File: src/rtl/mul_pkg.sv
// Shared types and constants for the iterative multiply / multiply-accumulate unit.
package mul_pkg;

    typedef enum logic [1:0] {
        IDLE = 2'd0,
        RUN  = 2'd1,
        DONE = 2'd2
    } state_t;

    localparam int                    REG_ADDR_W = 4;
    localparam logic [REG_ADDR_W-1:0] REG_PC     = 4'hF;

    // An UNROLL that does not divide WIDTH would leave multiplier bits unretired.
    function automatic bit unroll_legal(input int width, input int unroll);
        return (unroll > 0) && ((width % unroll) == 0);
    endfunction

endpackage

File: src/rtl/mul_step.sv
// One combinational shift-add step: retires UNROLL multiplier bits per call.
module mul_step
    import mul_pkg::*;
#(
    parameter int WIDTH  = 32,
    parameter int UNROLL = 1
) (
    input  logic [WIDTH-1:0]  product,
    input  logic [WIDTH-1:0]  mcand,
    input  logic [UNROLL-1:0] slice,
    output logic [WIDTH-1:0]  product_nxt,
    output logic [WIDTH-1:0]  mcand_nxt
);

    // Add the multiplicand shifted into each set slice position; carries out of WIDTH are dropped.
    always_comb begin
        product_nxt = product;
        for (int i = 0; i < UNROLL; i++) begin
            if (slice[i]) begin
                product_nxt = product_nxt + (mcand << i);
            end
        end
        mcand_nxt = mcand << UNROLL;
    end

endmodule

File: src/rtl/mul_unit.sv
// Iterative MUL / MLA unit sitting between the register file read ports and the write-back mux.
//
// state | meaning
// ------+-------------------------------------------------------------
// IDLE  | waiting for start; operands captured on the accepting edge
// RUN   | retiring UNROLL multiplier bits per cycle, counter counts down
// DONE  | result registered; one-cycle write-back / flag strobes
module mul_unit
    import mul_pkg::*;
#(
    parameter int WIDTH  = 32,
    parameter int UNROLL = 1
) (
    input  logic                  clk,
    input  logic                  rst,
    input  logic                  start,
    input  logic [WIDTH-1:0]      op_a,
    input  logic [WIDTH-1:0]      op_b,
    input  logic [WIDTH-1:0]      op_acc,
    input  logic                  accumulate,
    input  logic                  set_flags,
    input  logic [REG_ADDR_W-1:0] rd_addr,
    output logic                  busy,
    output logic                  wb_we,
    output logic [REG_ADDR_W-1:0] wb_addr,
    output logic [WIDTH-1:0]      wb_data,
    output logic                  flags_we,
    output logic                  flag_n,
    output logic                  flag_z
);

    localparam int STEPS = WIDTH / UNROLL;
    localparam int CNT_W = $clog2(STEPS + 1);

    if (!unroll_legal(WIDTH, UNROLL)) begin : g_bad_unroll
        $error("mul_unit: UNROLL must divide WIDTH");
    end

    state_t           state_q;
    state_t           state_d;
    logic [CNT_W-1:0] cnt_q;
    logic [WIDTH-1:0] mcand_q;
    logic [WIDTH-1:0] mplier_q;
    logic [WIDTH-1:0] prod_q;
    logic [WIDTH-1:0] acc_q;
    logic             accum_q;
    logic             setf_q;

    logic [WIDTH-1:0] prod_nxt;
    logic [WIDTH-1:0] mcand_nxt;
    logic [WIDTH-1:0] result;
    logic             last_step;

    mul_step #(
        .WIDTH  (WIDTH),
        .UNROLL (UNROLL)
    ) u_step (
        .product     (prod_q),
        .mcand       (mcand_q),
        .slice       (mplier_q[UNROLL-1:0]),
        .product_nxt (prod_nxt),
        .mcand_nxt   (mcand_nxt)
    );

    // Terminal count: the step taken while the counter reads 1 is the final one.
    assign last_step = (cnt_q == CNT_W'(1));
    assign result    = prod_nxt + (accum_q ? acc_q : '0);

    // State register.
    always_ff @(posedge clk) begin
        if (!rst) begin
            state_q <= IDLE;
        end else begin
            state_q <= state_d;
        end
    end

    // Next-state and strobe decode; write-back to PC is suppressed but flags still update.
    always_comb begin
        state_d  = state_q;
        busy     = 1'b0;
        wb_we    = 1'b0;
        flags_we = 1'b0;
        case (state_q)
            IDLE: begin
                if (start) begin
                    state_d = RUN;
                end
            end
            RUN: begin
                busy = 1'b1;
                if (last_step) begin
                    state_d = DONE;
                end
            end
            DONE: begin
                busy     = 1'b1;
                wb_we    = (wb_addr != REG_PC);
                flags_we = setf_q;
                state_d  = IDLE;
            end
            default: begin
                state_d = IDLE;
            end
        endcase
    end

    // Operand capture, shift-add iteration and result/flag registers.
    always_ff @(posedge clk) begin
        if (!rst) begin
            cnt_q    <= '0;
            mcand_q  <= '0;
            mplier_q <= '0;
            prod_q   <= '0;
            acc_q    <= '0;
            accum_q  <= 1'b0;
            setf_q   <= 1'b0;
            wb_addr  <= '0;
            wb_data  <= '0;
            flag_n   <= 1'b0;
            flag_z   <= 1'b0;
        end else begin
            case (state_q)
                IDLE: begin
                    if (start) begin
                        mcand_q  <= op_a;
                        mplier_q <= op_b;
                        acc_q    <= op_acc;
                        accum_q  <= accumulate;
                        setf_q   <= set_flags;
                        wb_addr  <= rd_addr;
                        prod_q   <= '0;
                        cnt_q    <= CNT_W'(STEPS);
                    end
                end
                RUN: begin
                    prod_q   <= prod_nxt;
                    mcand_q  <= mcand_nxt;
                    mplier_q <= mplier_q >> UNROLL;
                    cnt_q    <= cnt_q - CNT_W'(1);
                    if (last_step) begin
                        wb_data <= result;
                        flag_n  <= result[WIDTH-1];
                        flag_z  <= (result == '0);
                    end
                end
                default: begin
                end
            endcase
        end
    end

endmodule

File: config.mk
export PLATFORM = sky130hd
export DESIGN_NAME = mul_unit
export DESIGN_NICKNAME = d
export VERILOG_FILES = /design/src/rtl/mul_pkg.sv /design/src/rtl/mul_step.sv /design/src/rtl/mul_unit.sv
export SDC_FILE = /design/constraint.sdc
export NUM_CORES = 1
export LEC_CHECK = 0
export ABC_AREA = 1
export CAP_MARGIN = 20
export CORE_MARGIN = 8
export CORE_UTILIZATION = 55
export CTS_BUF_LIST = sky130_fd_sc_hd__clkbuf_8 sky130_fd_sc_hd__clkbuf_16
export CTS_CLUSTER_DIAMETER = 50
export CTS_CLUSTER_SIZE = 30
export DETAILED_ROUTE_END_ITERATION = 12
export PLACE_DENSITY_LB_ADDON = 0.3
export SLEW_MARGIN = 20
export SYNTH_ARGS = -nofsm -noshare
export SYNTH_HDL_FRONTEND = slang
export SYNTH_SLANG_ARGS = --single-unit
export TNS_END_PERCENT = 30
File: constraint.sdc
create_clock -name clk -period 8.05 [get_ports clk]
set_input_delay 1.61 -clock clk [delete_from_list [all_inputs] [get_ports clk]]
set_output_delay 1.61 -clock clk [all_outputs]
set_load 0.01 [all_outputs]
**After elaboration in Yosys (flattened, before gate mapping)**

Cells that the tools add are included.

- Register bits after elaboration: 176
- Bits of input ports: 105
- Output and inout bits: 41
- Word-level logic and storage cells: 45

- Add/sub/neg operators: 3
- Eq/ne operators: 6
- Mux-type cells: 16
- Reduce and logical (&&, ||, !) cells: 8

Operators with widths:

| cell | number |
|---|---|
| $pmux W32 S2 | 3 |
| $mux W32 | 5 |
| $add A32 B32 Y32 | 2 |
| $logic_not A32 Y1 | 1 |
| $pmux W6 S2 | 1 |
| $reduce_and A2 Y1 | 4 |
| $eq A6 B1 Y1 const B | 1 |
| $mux W6 | 1 |
| $sub A6 B1 Y6 const B | 1 |
| $mux W2 | 2 |
| $ne A2 B2 Y1 const B | 2 |
| $ne A4 B4 Y1 const B | 1 |
| $pmux W2 S2 | 1 |
| $mux W1 | 3 |
| $eq A2 B1 Y1 const B | 1 |
| $eq A2 B2 Y1 const B | 1 |
| $logic_not A2 Y1 | 1 |
| $reduce_bool A2 Y1 | 1 |
| $reduce_or A2 Y1 | 1 |

**Longest topological paths before layout**

- Depth after elaboration: 4
- Depth in mapped cells: 29
- Depth with buffers taken out: 29

**Cells and area by module**

A second synthesis with hierarchy kept.

- Cell total of the unflattened synthesis: 2,103
- Area, all modules: 12,518.3 um^2

By module, submodules not included:

| module | instances | cells an instance | area an instance (um^2) | seq. area each (um^2) |
|---|---|---|---|---|
| mul_unit | 1 | 1,493 | 9,491.6 | 3,503.4 |
| mul_step | 1 | 610 | 3,026.7 | 0.0 |

**Least setup slack after synthesis**

OpenSTA, ideal clock, no wires.

- Kind: register to register
- From: register prod_q[0]
- To: register flag_z
- Setup time: 0.067 ns
- Arrival time: 3.558 ns
- Required time: 7.983 ns
- Slack: 4.425 ns
- Stages on the path, launching flop included: 28
- Path buffers: 0
- Clock period less this slack: 3.625 ns
- Cell sequence: dfxtp_1 > ha_1 > fa_1 > nand2_1 > nand3_1 > nand3_1 > nand2_2 > nand2_1 > nand3_2 > nand3_1 > nand2_1 > nand3_1 > nand2_1 > a21oi_1 > o21bai_1 > or2_2 > a31oi_1 > ha_1 > inv_1 > nor3_1 > inv_1 > nor3_2 > nand3_1 > nand4_1 > nand3_1 > nor2_1 > nand3_1 > a21oi_2

- Cells in the longest elaborated chain, start to end: 4

RTL lines:

| element | RTL line | RTL |
|---|---|---|
| start, declared | mul_unit.sv:44 | `logic [WIDTH-1:0] prod_q;` |
| start signal, assigned | mul_unit.sv:137 | `prod_q <= prod_nxt;` |
| $add A32 B32 Y32 | mul_step.sv:20 | `product_nxt = product_nxt + (mcand << i);` |
| $mux W32 (*) | mul_step.sv:19 | `if (slice[i]) begin` |
| $add A32 B32 Y32 (*) | mul_unit.sv:67 | `assign result = prod_nxt + (accum_q ? acc_q : '0);` |
| $logic_not A32 Y1 (*) | mul_unit.sv:144 | `flag_z <= (result == '0);` |
| end signal, assigned | mul_unit.sv:144 |  |
| end, declared | mul_unit.sv:29 | `output logic flag_z` |

Mark *: on every way between the ends. The rest lies on a longest branch, timed or not.
A chain may end at the register's enable or synchronous reset.

**Final worst setup path**

Ends and elaborated chain as after synthesis.

==> results.sh <==
export IMPL_status="completed"
export IMPL_holdWs_ns=0.482
export IMPL_power_share_switching=0.324
export IMPL_hold_start="mplier_q[31]"
export IMPL_yosys_register_bits=175
export IMPL_required_ns=8.43
export IMPL_num_antenna_cells=0
export IMPL_first_global_vias=11700
export IMPL_drtPass1Iterations=5
export IMPL_area_delta_synth_final_pct=19.3
export IMPL_clk_pin_slew_worst_paths_ns=0.08
export IMPL_p_int_w=0.00153
export IMPL_fmax_ghz=0.226
export IMPL_num_vias=12100
export IMPL_core_sq_um=20900
export IMPL_finalCriticalPeriod_ns=4.43
export IMPL_drive_gt1_frac=0.0661
export IMPL_relSlewSlack=0.387
export IMPL_post_route_period_util=0.551
export IMPL_final_instance_count_excl_fill=2243
export IMPL_grt_usage=0.264
export IMPL_worstSetupStartpoint="prod_q[0]"
export IMPL_grt_max_degree=107
export IMPL_yosysWarnings=0
export IMPL_drt_wl_total_mm=34.5
export IMPL_vias_per_cell=5.41
export IMPL_final_util=0.666
export IMPL_row_count=53
export IMPL_synth_nets=2027
export IMPL_antenna_found_initial=0
export IMPL_r2r_start="prod_q[0]"
export IMPL_ant_nets=0
export IMPL_worst_setup_path_end_kind="register"
export IMPL_worst_setup_path_start_kind="register"
export IMPL_place_detailed_hpwl_mm=26.3
export IMPL_finalSetupViolCount=0
export IMPL_grt_pass1_wl_mm=56.7
export IMPL_tns_ns=0
export IMPL_post_drt_wl_per_cell_um=15.4
export IMPL_dp_cells=2211
export IMPL_worst_pin_slew_ns=0.919
export IMPL_cap_violations=0
export IMPL_cts_tree="done"
export IMPL_route_detailed_drc=0
export IMPL_clock_path_buffers=2
export IMPL_pwr_share_seq=0.427
export IMPL_ios=146
export IMPL_synth_ff_type="dfxtp_1"
export IMPL_rsz0062_at_grt="false"
export IMPL_powerDensity_nw_per_um2=162
export IMPL_final_max_slew_violation_count=0
export IMPL_clockRootBuffer="clkbuf_16"
export IMPL_synth_async_reset_ratio=0
export IMPL_die_height_um=162
export IMPL_drtIter0Drc=864
export IMPL_hp_class="register to register"
export IMPL_ir_worst_vdd_mv=0.136
export IMPL_crit_type="register to register"
export IMPL_post_cts_resized=0
export IMPL_dieArea_sq_um=26100
export IMPL_synth_edf_count=0
export IMPL_overflow=0
export IMPL_initial_core_util=0.558
export IMPL_clock_sinks=175
export IMPL_power_leakage_nw=6.66
export IMPL_p_clk_frac=0.380
export IMPL_cts_setup_buffers=0
export IMPL_clk_latency_ns=0.45
export IMPL_cts_hold_buf=0
export IMPL_hold_viol_final=0
export IMPL_portBuffers=145
export IMPL_fin_skew_ns=0.0149
export IMPL_yosysSeqAreaShare=0.300
export IMPL_pwr_share_comb=0.193
export IMPL_final_cell_mix="598 x nand2_1, 201 x inv_1, 175 x dfxtp_1"
export IMPL_yosys_cell_types_count=41
export IMPL_p_switching_w=0.000732
export IMPL_netlist_instances=1853
export IMPL_htreeDepth=4
export IMPL_gp_congestion=0.941
export IMPL_worst_path_max_fanout=4
export IMPL_syn_cell_area_sq_um=11700
export IMPL_final_common_cell="nand2_1"
export IMPL_syn_avg_cell_area_sq_um=6.30
export IMPL_layout_nets=2129
export IMPL_worstPathArrival_ns=4.81
export IMPL_die_w_um=162
export IMPL_cts_buffers=17
==> registers in the layout, summed over array words and instances, names as in the netlist <==
signal	flops
wb_addr	4
cnt_q	6
accum_q	1
flag_z	1
acc_q	32
setf_q	1
mcand_q	32
state_q	2
wb_data	32
mplier_q	32
prod_q	32
==> metrics by stage <==
stage | instance area, sq um | total power, W | worst slack, ns
finish | 13900 | 0.00226 | 3.62
global route | 13900 | 0.00237 | 3.20
CTS | 13900 | 0.00227 | 3.66
detailed placement | 13300 | 0.00142 | 3.69
global placement | 13300 | 0.00141 | 3.81
floorplan | 11700 | 0.00126 | 4.42
==> layer usage <==
metal	part of all wire	vias up	wire length, um	GRT usage
met1	0.43	5508	14800	0.324
li1	-	6189	-	-
met4	0.023	0	783	0.0850
met3	0.067	47	2310	0.0532
met2	0.48	380	16500	0.454
met5	0	-	0	0
==> final timing paths <==
kind | endpoint | slack, ns | depth (start not counted)
max | flag_z | 3.62 | 24
max reg2reg | flag_z | 3.62 | 24
min reg2reg | mplier_q[31] | 0.48 | 2
min | mplier_q[31] | 0.48 | 2
==> cells by family after synthesis <==
family          after synthesis  synth area share
compound gates              324             0.154
xor+xnor                     36            0.0270
fa+ha+maj                    69            0.0753
buf+inv                     287            0.0928
flops                       175             0.300
simple gates                962             0.350
==> Yosys cell counts, drive strengths merged (10+ instances only) <==
master	number	area, sq um
a21oi	97	489
a31oi	66	413
clkbuf	70	263
dfxtp	175	3500
ha	67	838
inv	208	781
nand2	625	2410
nand3	121	681
nand4	15	93.8
nor2	176	721
o211ai	21	158
o21ai	125	626
or2	10	62.6
xnor2	17	149
xor2	19	166
==> power by group through the flow <==
| stage | Combinational (W) | Clock [W] | Sequential [W] |
|---|---|---|---|
| after floorplan | 0.000285 | 0 | 0.000974 |
| after global placement | 0.000425 | 0 | 0.000983 |
| after detailed placement | 0.000432 | 0 | 0.000984 |
| after CTS | 0.000434 | 0.000869 | 0.000965 |
| after global routing | 0.000489 | 0.000904 | 0.000973 |
| final | 0.000435 | 0.000858 | 0.000965 |
==> critical path, cell delays in order (launching register included) <==
cell and delay (ns):
dfxtp_1 0.33, ha_1 0.24, fa_1 0.43, nand2_1 0.10, nand3_1 0.09, and2_1 0.18, xnor2_1 0.12, o21ai_0 0.45
ha_1 0.30, nand2_1 0.09, o21ai_0 0.25, nand2_1 0.08, o2111ai_1 0.16, a21oi_1 0.18, o21ai_0 0.47, nand3_2 0.15
nand2_2 0.10, nand2_1 0.06, nand2_1 0.06, nand2_1 0.05, nand2_1 0.08, nand3_1 0.07, nor2_1 0.11, nand3_1 0.09
a21oi_2 0.11
==> area by class of cell <==
class / count / area [sq um]
clock buffer: 18 / 439
clock inverter: 14 / 185
fill: 1947 / 6970
inverter: 210 / 788
multi-input combinational: 1391 / 7100
sequential: 175 / 3500
tap: 275 / 344
timing repair buffer: 160 / 1560
(Power assumes the default switching activity.)
